**src/rtl/tetris_siralayici.sv**
```systemverilog
// Piece sequencer for the tetris datapath: piece FIFO, game state machine, issue counter, height warning.
// Optional build macro TETRIS_SIRALAYICI_LFSR_EN: an empty FIFO in AKTIF issues pseudo-random pieces.
module tetris_siralayici #(
    parameter int unsigned DERINLIK = 4,
    parameter int unsigned ESIK     = 12
) (
    input  logic                          clk,
    input  logic                          rst,
    input  logic                          baslat,
    input  logic                          duraklat,
    input  logic [2:0]                    giris_parca,
    input  logic                          giris_gecerli,
    output logic                          giris_hazir,
    output logic [2:0]                    parca,
    input  logic [3:0]                    yukseklik,
    input  logic                          bitti_mi,
    output logic                          oyun_aktif,
    output logic                          oyun_bitti,
    output logic [7:0]                    yerlesen,
    output logic [$clog2(DERINLIK):0]     doluluk,
    output logic                          uyari
);
    localparam int unsigned AW = $clog2(DERINLIK);
    localparam int unsigned CW = AW + 1;

    typedef enum logic [1:0] {BOS, AKTIF, BEKLE, BITTI} durum_t;

    durum_t         durum, durum_next;
    logic [2:0]     mem [DERINLIK];
    logic [AW-1:0]  rd_ptr, wr_ptr;
    logic           dolu, bos, akis, push, pop, say_artir;
    logic [2:0]     parca_next, yedek_parca;

    assign dolu        = (doluluk == CW'(DERINLIK));
    assign bos         = (doluluk == '0);
    assign giris_hazir = !dolu && (durum != BITTI);
    assign akis        = (durum == AKTIF) && !bitti_mi && !duraklat;
    assign pop         = akis && !bos;
    // Code 000 completes the handshake but is never stored.
    assign push        = giris_gecerli && giris_hazir && (giris_parca != 3'b000);

`ifdef TETRIS_SIRALAYICI_LFSR_EN
    logic [7:0] lfsr;

    // Fibonacci x^8+x^6+x^5+x^4+1, stepping only while the game runs.
    always_ff @(posedge clk) begin
        if (rst)
            lfsr <= 8'hA5;
        else if (durum == AKTIF)
            lfsr <= {lfsr[6:0], lfsr[7] ^ lfsr[5] ^ lfsr[4] ^ lfsr[3]};
    end

    assign yedek_parca = (lfsr[2:0] == 3'b000) ? 3'b001 : lfsr[2:0];
`else
    assign yedek_parca = 3'b000;
`endif

    always_ff @(posedge clk) begin
        if (rst)
            durum <= BOS;
        else
            durum <= durum_next;
    end

    always_comb begin
        durum_next = durum;
        parca_next = 3'b000;
        say_artir  = 1'b0;
        case (durum)
            BOS:   if (baslat) durum_next = AKTIF;
            AKTIF: begin
                if (bitti_mi)      durum_next = BITTI;
                else if (duraklat) durum_next = BEKLE;
            end
            BEKLE: begin
                if (bitti_mi)       durum_next = BITTI;
                else if (!duraklat) durum_next = AKTIF;
            end
            BITTI: durum_next = BITTI;
            default: durum_next = BOS;
        endcase
        if (akis) begin
            parca_next = pop ? mem[rd_ptr] : yedek_parca;
            say_artir  = (parca_next != 3'b000);
        end
    end

    always_ff @(posedge clk) begin
        if (push)
            mem[wr_ptr] <= giris_parca;
    end

    always_ff @(posedge clk) begin
        if (rst) begin
            rd_ptr     <= '0;
            wr_ptr     <= '0;
            doluluk    <= '0;
            parca      <= 3'b000;
            yerlesen   <= 8'd0;
            uyari      <= 1'b0;
            oyun_aktif <= 1'b0;
            oyun_bitti <= 1'b0;
        end else begin
            if (push) wr_ptr <= wr_ptr + AW'(1);
            if (pop)  rd_ptr <= rd_ptr + AW'(1);
            case ({push, pop})
                2'b10:   doluluk <= doluluk + CW'(1);
                2'b01:   doluluk <= doluluk - CW'(1);
                default: doluluk <= doluluk;
            endcase
            parca <= parca_next;
            if (say_artir && (yerlesen != 8'hFF))
                yerlesen <= yerlesen + 8'd1;
            uyari      <= (yukseklik >= 4'(ESIK));
            oyun_aktif <= (durum_next == AKTIF);
            oyun_bitti <= (durum_next == BITTI);
        end
    end
endmodule

```
**config.mk**
```make
export PLATFORM = sky130hd
export DESIGN_NAME = tetris_siralayici
export DESIGN_NICKNAME = d
export VERILOG_FILES = /design/src/rtl/tetris_siralayici.sv
export SDC_FILE = /design/constraint.sdc
export NUM_CORES = 1
export LEC_CHECK = 0
export ABC_CLOCK_PERIOD_IN_PS = 7050
export CAP_MARGIN = 0
export CORE_ASPECT_RATIO = 1.5
export CORE_MARGIN = 4
export CORE_UTILIZATION = 52
export CTS_CLUSTER_DIAMETER = 200
export DETAILED_ROUTE_END_ITERATION = 16
export PLACE_DENSITY = 0.82
export SLEW_MARGIN = 0
export SYNTH_ARGS = -nofsm -noshare
export SYNTH_HDL_FRONTEND = slang
export SYNTH_SLANG_ARGS = --single-unit
export TNS_END_PERCENT = 5
```
**constraint.sdc**
```tcl
create_clock -name clk -period 7.05 [get_ports clk]
set_clock_uncertainty 0.05 [all_clocks]
set_input_delay 1.41 -clock clk [delete_from_list [all_inputs] [get_ports clk]]
set_output_delay 1.41 -clock clk [all_outputs]
set_load 0.05 [all_outputs]
```
==> impl_metrics.json, run 1 <==
{
  "htreeDepth": 2,
  "finalNetCount": 200,
  "dpl.hpwl_um": 2330,
  "cts_resized": 0,
  "startpoint": "giris_parca[1]",
  "syn_area_mm2": 0.00166,
  "io_pins": 31,
  "maxSlewHeadroom": 0.403,
  "final_area_mm2": 0.00203,
  "rrSetupSlack_ps": 4410,
  "rsz0062_at_grt": "no",
  "total_power_mw": 0.443,
  "numClockSinks": 37,
  "grt-busiest-layer": "met2",
  "crit_end": "doluluk[2]",
  "wl_per_cell_um": 14.4,
  "core_area_mm2": 0.00297,
  "place_ws_ps": 2950,
  "numCtsBuffers": 5,
  "setup_viol": 0,
  "antenna_found_initial": 0,
  "r2r-start": "durum[0]",
  "postCtsHoldBufs": 0,
  "gr-total-overflow": 0,
  "worstSkewPairLatency_ps": 290,
  "first_pass_iters": 4,
  "grt_max_degree": 26,
  "drive_gt1_frac": 0.0663,
  "synthXorXnorAreaFrac": 0.0317,
  "synth-simple-area-share": 0.198,
  "worst_setup_path_end_kind": "flip-flop",
  "placement_rows": 24,
  "grtUsageMet2": 0.294,
  "ys.flop_type": "dfxtp_1",
  "synth_edf_count": 12,
  "track_usage": 0.177,
  "grt_use_met1": 0.199,
  "place_congestion": 0.731,
  "dp.cells": 212,
  "synth_top_family_by_area": "simple AND/OR/NAND/NOR gates",
  "drc": 0,
  "worst_r2r_path_depth": 9,
  "totalWireLength_um": 3170,
  "run_status": "completed",
  "cts_buffer_depth": 2,
  "die_area_mm2": 0.00417,
  "yosysWarnings": 0,
  "post_cts_buffers": 0,
  "met3_usage": 0.0620,
  "drv_slew": 0,
  "synthMuxAreaShare": 0.0763,
  "layout_setup_ws_ps": 3240,
  "cp.arrival_ps": 3960,
  "maxCapViolCount": 0,
  "power_density_mw_per_mm2": 218,
  "drtIter0Drc": 26,
  "ys_types": 39,
  "hold_class": "reg2reg",
  "worstPathMaxFanout": 7,
  "timing.fmax_mhz": 263,
  "instances_no_fill": 220,
  "worstMarginPinSlew_ps": 893,
  "synth_seq_cells": 37,
  "syn-num-nets": 171,
  "synth_fa_ha_area_frac": 0.0574,
  "async_reset_ff_frac": 0,
  "synth_area_per_cell_um2": 11.0,
  "grt_pass1_vias": 1178,
  "leakagePower_nw": 0.736,
  "vias_per_cell": 5.38,
  "crit_required_ps": 7200,
  "port-buffer-count": 28,
  "synth_compound_area_frac": 0.0718,
  "fin_tns_setup_ps": 0,
  "area_delta_synth_final_pct": 22.6,
  "period_needed_ps": 3810,
  "finalCritPeriodShare": 0.540,
  "worst_setup_path_start_kind": "input port",
  "grt_pass1_wl_um": 5340,
  "hold-worst-slack_ps": 469,
  "hold_viol_final": 0,
  "die_y_um": 77.1,
  "seq_area_frac_synth": 0.520,
  "postSynthCellCount": 151,
  "critPathKind": "in2reg",
  "rr_endpoint": "doluluk[2]",
  "start_util": 0.557,
  "die_w_um": 54.1,
  "final_core_util": 0.683,
  "vias": 1184,
  "irDropWorstVdd_mv": 0.174,
  "tritoncts": "built",
  "path_clk_slew_ps": 70,
  "place_area_mm2": 0.00195,
  "diodes": 0,
  "ant_nets": 0,
  "root_buffer": "clkbuf_8"
}
## layout by cell type (no fill, tap or decap), types with 5 or more instances in the layout
| cell type | netlist | routed |
|---|---|---|
| clkdlybuf4s50_1 | 0 | 28 |
| o31ai_1 | 5 | 5 |
| clkbuf_8 | 0 | 5 |
| ha_1 | 6 | 6 |
| and2_1 | 6 | 6 |
| nor2_1 | 15 | 15 |
| dfxtp_1 | 25 | 25 |
| inv_1 | 10 | 10 |
| edfxtp_1 | 12 | 12 |
| nand2_1 | 7 | 7 |
| a21oi_1 | 8 | 8 |
## state kept, by name, summed over array words and instances, names as in the netlist, named ones only
name,cells
oyun_bitti,1
mem,12
parca,3
durum,2
wr_ptr,2
rd_ptr,2
doluluk,3
oyun_aktif,1
uyari,1
yerlesen,8
## layer usage
metal	up-vias	wire length, um
met4	0	61
met3	7	180
met1	549	1230
met2	37	1700
met5	-	0
li1	591	-
## worst min path at each step
| stage | startpoint | end | slack (ps) | depth (start not counted) |
|---|---|---|---|---|
| global route | yerlesen[1] | yerlesen[1] | 510 | 2 |
| floorplan | rd_ptr[1] | flip-flop | 430 | 2 |
| global placement | yerlesen[6] | yerlesen[6] | 430 | 2 |
| finish | yerlesen[6] | yerlesen[6] | 470 | 2 |
| CTS | yerlesen[6] | yerlesen[6] | 470 | 2 |
| detailed placement | yerlesen[6] | yerlesen[6] | 460 | 2 |
## cells by family after synthesis
family                     Yosys count
AOI/OAI and AO/OA                   19
adders and majority gates            7
muxes                                8
and+or+nand+nor                     58
xor gates and xnor gates             6
buffers and inverters               16
DFF                                 37
## power by group
part | internal, mW | total, mW | leakage, nW | switching [mW]
logic | 0.0265 | 0.0654 | 0.380 | 0.0390
clock network | 0.0665 | 0.139 | 0.0430 | 0.0721
registers | 0.230 | 0.239 | 0.313 | 0.00881
## critical path: stages
cell and delay, ps:
clkdlybuf4s50_1 550, o31ai_1 140, a221oi_1 700, inv_1 110, ha_1 270, inv_1 70
fa_1 180, xor2_1 70, or3_1 310, a21oi_1 150
## cell usage after synthesis, types with 5 or more instances
| master | number | area share |
|---|---|---|
| o31ai_1 | 5 | 0.023 |
| a21oi_1 | 8 | 0.024 |
| ha_1 | 6 | 0.045 |
| nand2_1 | 7 | 0.016 |
| nor2_1 | 15 | 0.034 |
| edfxtp_1 | 12 | 0.22 |
| and2_1 | 6 | 0.023 |
| inv_1 | 10 | 0.023 |
| dfxtp_1 | 25 | 0.30 |
## final cells by class
| class | instances | area, um2 |
|---|---|---|
| fillers | 234 | 943 |
| clock buffers | 5 | 68.8 |
| repair buffers | 28 | 280 |
| clock inverters | 3 | 12.5 |
| flip-flops and latches | 37 | 861 |
| well taps | 39 | 48.8 |
| inverters | 10 | 37.5 |
| multi-input cells | 98 | 721 |
Note: power is estimated with default switching activity, not from simulation.
==> inputs of run 2 (changes only) <==
--- a/config.mk
+++ b/config.mk
@@ -5,14 +5,14 @@
 export SDC_FILE = /design/constraint.sdc
 export NUM_CORES = 1
 export LEC_CHECK = 0
-export ABC_CLOCK_PERIOD_IN_PS = 7050
+export ABC_CLOCK_PERIOD_IN_PS = 3300
 export CAP_MARGIN = 0
 export CORE_ASPECT_RATIO = 1.5
 export CORE_MARGIN = 4
-export CORE_UTILIZATION = 52
+export CORE_UTILIZATION = 46
 export CTS_CLUSTER_DIAMETER = 200
 export DETAILED_ROUTE_END_ITERATION = 16
-export PLACE_DENSITY = 0.82
+export PLACE_DENSITY = 0.77
 export SLEW_MARGIN = 0
 export SYNTH_ARGS = -nofsm -noshare
 export SYNTH_HDL_FRONTEND = slang
==> constraint.sdc (replaced) <==
create_clock -name clk -period 3.3 [get_ports clk]
set_clock_uncertainty 0.05 [all_clocks]
set_input_delay 0.66 -clock clk [delete_from_list [all_inputs] [get_ports clk]]
set_output_delay 0.66 -clock clk [all_outputs]
set_load 0.05 [all_outputs]
==> run 2 against run 1 <==
- design area grew 0.92%
- wire length shrank 1.2%
- worst setup slack worse by 2800 ps
- largest cell class unchanged
==> impl_metrics.json, run 2 (synthesis gave the netlist of run 1 again) <==
{
  "run_status": "completed",
  "worstMarginPinSlew_ps": 873,
  "crit_required_ps": 3440,
  "hold_viol_final": 0,
  "dpl.hpwl_um": 2370,
  "die_area_mm2": 0.00464,
  "hold_start": "yerlesen[6]",
  "r2r-start": "durum[0]",
  "drtIter0Drc": 42,
  "finalNetCount": 202,
  "area_delta_synth_final_pct": 23.7,
  "regMostFlops": "mem",
  "cts_resized": 0,
  "gr-total-overflow": 0,
  "worst_setup_path_start_kind": "input port",
  "core_area_mm2": 0.00345,
  "worstPathMaxFanout": 5,
  "place_congestion": 0.744,
  "maxCapViolCount": 0,
  "post_cts_buffers": 0,
  "layout_common_cells": "28 x clkdlybuf4s50_1, 25 x dfxtp_1, 15 x nor2_1, 12 x edfxtp_1, 10 x inv_1",
  "period_needed_ps": 2830,
  "worstSkewPairLatency_ps": 280,
  "placement_rows": 26,
  "leakagePower_nw": 0.745,
  "drc": 0,
  "grt_pass1_wl_um": 5260,
  "comb_power_share": 0.151,
  "cp.arrival_ps": 2970,
  "rsz0062_at_grt": "no",
  "numClockSinks": 37,
  "diodes": 0,
  "clockPowerShare": 0.305,
  "htreeDepth": 2,
  "vias_per_cell": 5.38,
  "critPathKind": "in2reg",
  "sw_frac_of_total": 0.262,
  "drive_gt1_frac": 0.0765,
  "antenna_found_initial": 0,
  "grt_pass1_vias": 1244,
  "finalCritPeriodShare": 0.856,
  "maxSlewHeadroom": 0.416,
  "track_usage": 0.150,
  "fillerInstances": 311,
  "setup_viol": 0,
  "ant_nets": 0,
  "hold_class": "reg2reg",
  "cts_buffer_depth": 2,
  "port-buffer-count": 28,
  "layout_commonest_cell": "clkdlybuf4s50_1",
  "p_int_mw": 0.692,
  "numCtsBuffers": 5,
  "startpoint": "giris_parca[0]",
  "drv_slew": 0,
  "largest_reg_flops": 12,
  "total_power_mw": 0.939,
  "totalWireLength_um": 3130,
  "grt_max_degree": 26,
  "largestRegisters": "mem x12, yerlesen x8",
  "pwr-share-seq": 0.543,
  "start_util": 0.480,
  "vias": 1210,
  "die_w_um": 57.0,
  "p_sw_mw": 0.246,
  "io_pins": 31,
  "timing.fmax_mhz": 354,
  "wl_per_cell_um": 13.9,
  "first_pass_iters": 5,
  "fin_tns_setup_ps": 0,
  "root_buffer": "clkbuf_8",
  "path_clk_slew_ps": 70,
  "worst_setup_path_end_kind": "flip-flop",
  "irDropWorstVdd_mv": 0.321,
  "power_density_mw_per_mm2": 458,
  "postCtsHoldBufs": 0,
  "tritoncts": "built",
  "die_y_um": 81.5
}
-- run 2: cell count changes in the layout (fill, tap and decap cells not counted), sizes merged --
| cell | change |
|---|---|
| buf | +2 |
-- run 2: final cells by class --
cell class	instances	area, um2	area share
sequential	37	861	0.420
multi-input combinational	98	721	0.352
timing repair buffer	30	295	0.144
clock buffer	5	68.8	0.0336
tap	42	52.6	0.0257
inverter	10	37.5	0.0183
clock inverter	3	12.5	0.00611
-- run 2: metrics by stage --
stage / cells / instance area (um2) / worst slack (ps) / util / hold slack, ps
2_1_floorplan: 151 / 1660 / 635 / - / 435
3_3_place_gp: 217 / 1970 / 265 / 0.570 / 435
3_5_place_dp: 217 / 1970 / 170 / 0.570 / 447
4_1_cts: 225 / 2050 / 446 / 0.594 / 458
5_1_grt: 225 / 2050 / 350 / 0.594 / 489
6_report: 225 / 2050 / 475 / 0.594 / 461
-- run 2: path summary, 6_finish.rpt --
kind                 endpoint  cells after the start  slack (ps)
setup / recovery   doluluk[2]                     10         470
hold / removal    yerlesen[6]                      2         460
setup reg to reg   doluluk[2]                      9         970
hold reg to reg   yerlesen[6]                      2         460
-- run 2: power by group through the flow --
stage	Clock (mW)	Combinational, mW	Sequential (mW)
final	0.286	0.142	0.510
after global routing	0.326	0.155	0.513
after CTS	0.298	0.144	0.510
after detailed placement	0	0.143	0.520
after global placement	0	0.136	0.518
after floorplan	0	0.0758	0.538
-- run 2: per-layer routing --
metal	global-route usage	up-vias	routed length [um]
li1	-	599	-
met1	0.137	556	1170
met2	0.279	41	1680
met3	0.0613	14	185
met4	0.0812	0	102
met5	0	-	0
-- run 2: critical path: stages --
cell,delay [ps]
clkdlybuf4s50_1,480
o31ai_1,370
a221oi_1,120
inv_1,80
ha_1,180
inv_1,60
fa_1,380
xor2_1,160
or3_1,320
a21oi_1,160
==> inputs of run 3 (changes only) <==
--- a/config.mk
+++ b/config.mk
@@ -7,12 +7,15 @@
 export LEC_CHECK = 0
 export ABC_CLOCK_PERIOD_IN_PS = 3300
 export CAP_MARGIN = 0
+export CELL_PAD_IN_SITES_DETAIL_PLACEMENT = 1
+export CELL_PAD_IN_SITES_GLOBAL_PLACEMENT = 1
 export CORE_ASPECT_RATIO = 1.5
 export CORE_MARGIN = 4
-export CORE_UTILIZATION = 46
+export CORE_UTILIZATION = 36
 export CTS_CLUSTER_DIAMETER = 200
 export DETAILED_ROUTE_END_ITERATION = 16
-export PLACE_DENSITY = 0.77
+export GPL_ROUTABILITY_DRIVEN = 0
+export PLACE_DENSITY = 0.76
 export SLEW_MARGIN = 0
 export SYNTH_ARGS = -nofsm -noshare
 export SYNTH_HDL_FRONTEND = slang
==> run 3 against run 2 <==
- sequential share of layout area fell by 1.3 points
- register-to-register slack worse by 40 ps
- via count grew 0.83%
- maximum frequency is 0.98% lower
- combinational power about the same
- clock-buffer cell count unchanged
- worst hold slack better by 5.1 ps
- final cell count is 2.7% higher
- critical path depth unchanged
- largest cell class unchanged
- largest power group unchanged
==> impl_metrics.json, run 3 (synthesis gave the netlist of run 1 again) <==
{
  "run_status": "completed",
  "vias": 1220,
  "power_density_mw_per_mm2": 534,
  "period_needed_ps": 2850,
  "drv_slew": 0,
  "cts_resized": 0,
  "die_y_um": 91.1,
  "post_cts_buffers": 0,
  "regMostFlops": "mem",
  "timing.fmax_mhz": 350,
  "port-buffer-count": 28,
  "track_usage": 0.137,
  "drive_gt1_frac": 0.0874,
  "area_delta_synth_final_pct": 27.6,
  "wl_per_cell_um": 15.2,
  "critPathKind": "in2reg",
  "numClockSinks": 37,
  "path_delay_family": "compound AO/OA/AOI/OAI gates",
  "multi_input_area_um2": 721,
  "finalNetCount": 202,
  "ant_nets": 0,
  "postCtsHoldBufs": 0,
  "cp.arrival_ps": 3000,
  "totalWireLength_um": 3520,
  "grt_max_degree": 26,
  "path_clk_slew_ps": 70,
  "maxSlewHeadroom": 0.353,
  "placement_rows": 30,
  "worstPathMaxFanout": 5,
  "root_buffer": "clkbuf_8",
  "drtIter0Drc": 51,
  "numCtsBuffers": 5,
  "finalCritPeriodShare": 0.865,
  "worst_setup_path_start_kind": "input port",
  "largest_reg_flops": 12,
  "dpl.hpwl_um": 2700,
  "rsz0062_at_grt": "no",
  "critPathMostFrequentCell": "inv_1",
  "diodes": 0,
  "vias_per_cell": 5.28,
  "layout_setup_ws_ps": 447,
  "layout_common_cells": "28 x clkdlybuf4s50_1, 25 x dfxtp_1, 15 x nor2_1, 12 x edfxtp_1, 10 x inv_1",
  "die_area_mm2": 0.00577,
  "crit_required_ps": 3450,
  "antenna_found_initial": 0,
  "worstPathCellList": "clkdlybuf4s50_1 > o31ai_1 > a221oi_1 > inv_1 > ha_1 > inv_1 > fa_1 > xor2_1 > or3_1 > a21oi_1",
  "grt_pass1_vias": 1342,
  "place_ws_ps": 140,
  "hold_class": "reg2reg",
  "io_pins": 31,
  "worstMarginPinSlew_ps": 968,
  "setup_viol": 0,
  "first_pass_iters": 4,
  "leakagePower_nw": 0.770,
  "worst_setup_path_end_kind": "flip-flop",
  "hold_viol_final": 0,
  "drc": 0,
  "irDropWorstVdd_mv": 0.291,
  "htreeDepth": 2,
  "seq_area_um2": 861,
  "maxCapViolCount": 0,
  "fillerInstances": 499,
  "die_w_um": 63.4,
  "layout_commonest_cell": "clkdlybuf4s50_1",
  "start_util": 0.368,
  "grt_pass1_wl_um": 6210,
  "tritoncts": "built",
  "largestRegisters": "mem x12, yerlesen x8",
  "cts_buffer_depth": 2,
  "cp_slowest_cell": "clkdlybuf4s50_1",
  "fin_tns_setup_ps": 0,
  "max_stage_delay_ps": 490,
  "core_area_mm2": 0.00450,
  "gr-total-overflow": 0,
  "critPathBufInv": 3,
  "worstSkewPairLatency_ps": 290
}
-- run 3: worst register-to-register path, cell delays in order (launching register included) --
cell and delay (ps):
dfxtp_1 480, nor4b_4 310, nand2_1 110, inv_1 80, ha_1 180, inv_1 60
fa_1 370, xor2_1 160, or3_1 310, a21oi_1 170
-- run 3: layer usage --
layer,global-route usage,wire (um)
met5,0,0
met4,0.0523,51
met3,0.0433,132
met2,0.248,1930
met1,0.143,1400
-- run 3: final cells by class --
cell class	instances	area share
Timing Repair Buffer	30	0.140
Tap cell	48	0.0284
Inverter	10	0.0178
Multi-Input combinational cell	98	0.341
Sequential cell	37	0.408
Clock buffer	5	0.0326
Clock inverter	3	0.0326
-- run 3: power by group --
part | leakage [nW] | switching (mW) | internal (mW) | total (mW)
clock network | 0.0687 | 0.169 | 0.304 | 0.473
registers | 0.313 | 0.0194 | 0.492 | 0.511
logic | 0.389 | 0.0855 | 0.0587 | 0.144
total | 0.770 | 0.274 | 0.854 | 1.13
-- run 3: stage by stage --
step	hold WS (ps)	total power, mW	utilization	instances	area, um2
2_1_floorplan	435	0.614	-	151	1660
3_3_place_gp	440	0.656	0.438	223	1970
3_5_place_dp	457	0.666	0.438	223	1970
4_1_cts	467	1.14	0.469	231	2110
5_1_grt	497	1.18	0.469	231	2110
6_report	466	1.13	0.469	231	2110
-- run 3: worst paths after layout --
kind / slack [ps] / from / cells after the start / end
min reg2reg: 470 / yerlesen[6] / 2 / yerlesen[6]
max reg2reg: 930 / durum[0] / 9 / doluluk[2]
min: 470 / yerlesen[6] / 2 / yerlesen[6]
max: 450 / giris_parca[1] / 10 / doluluk[2]
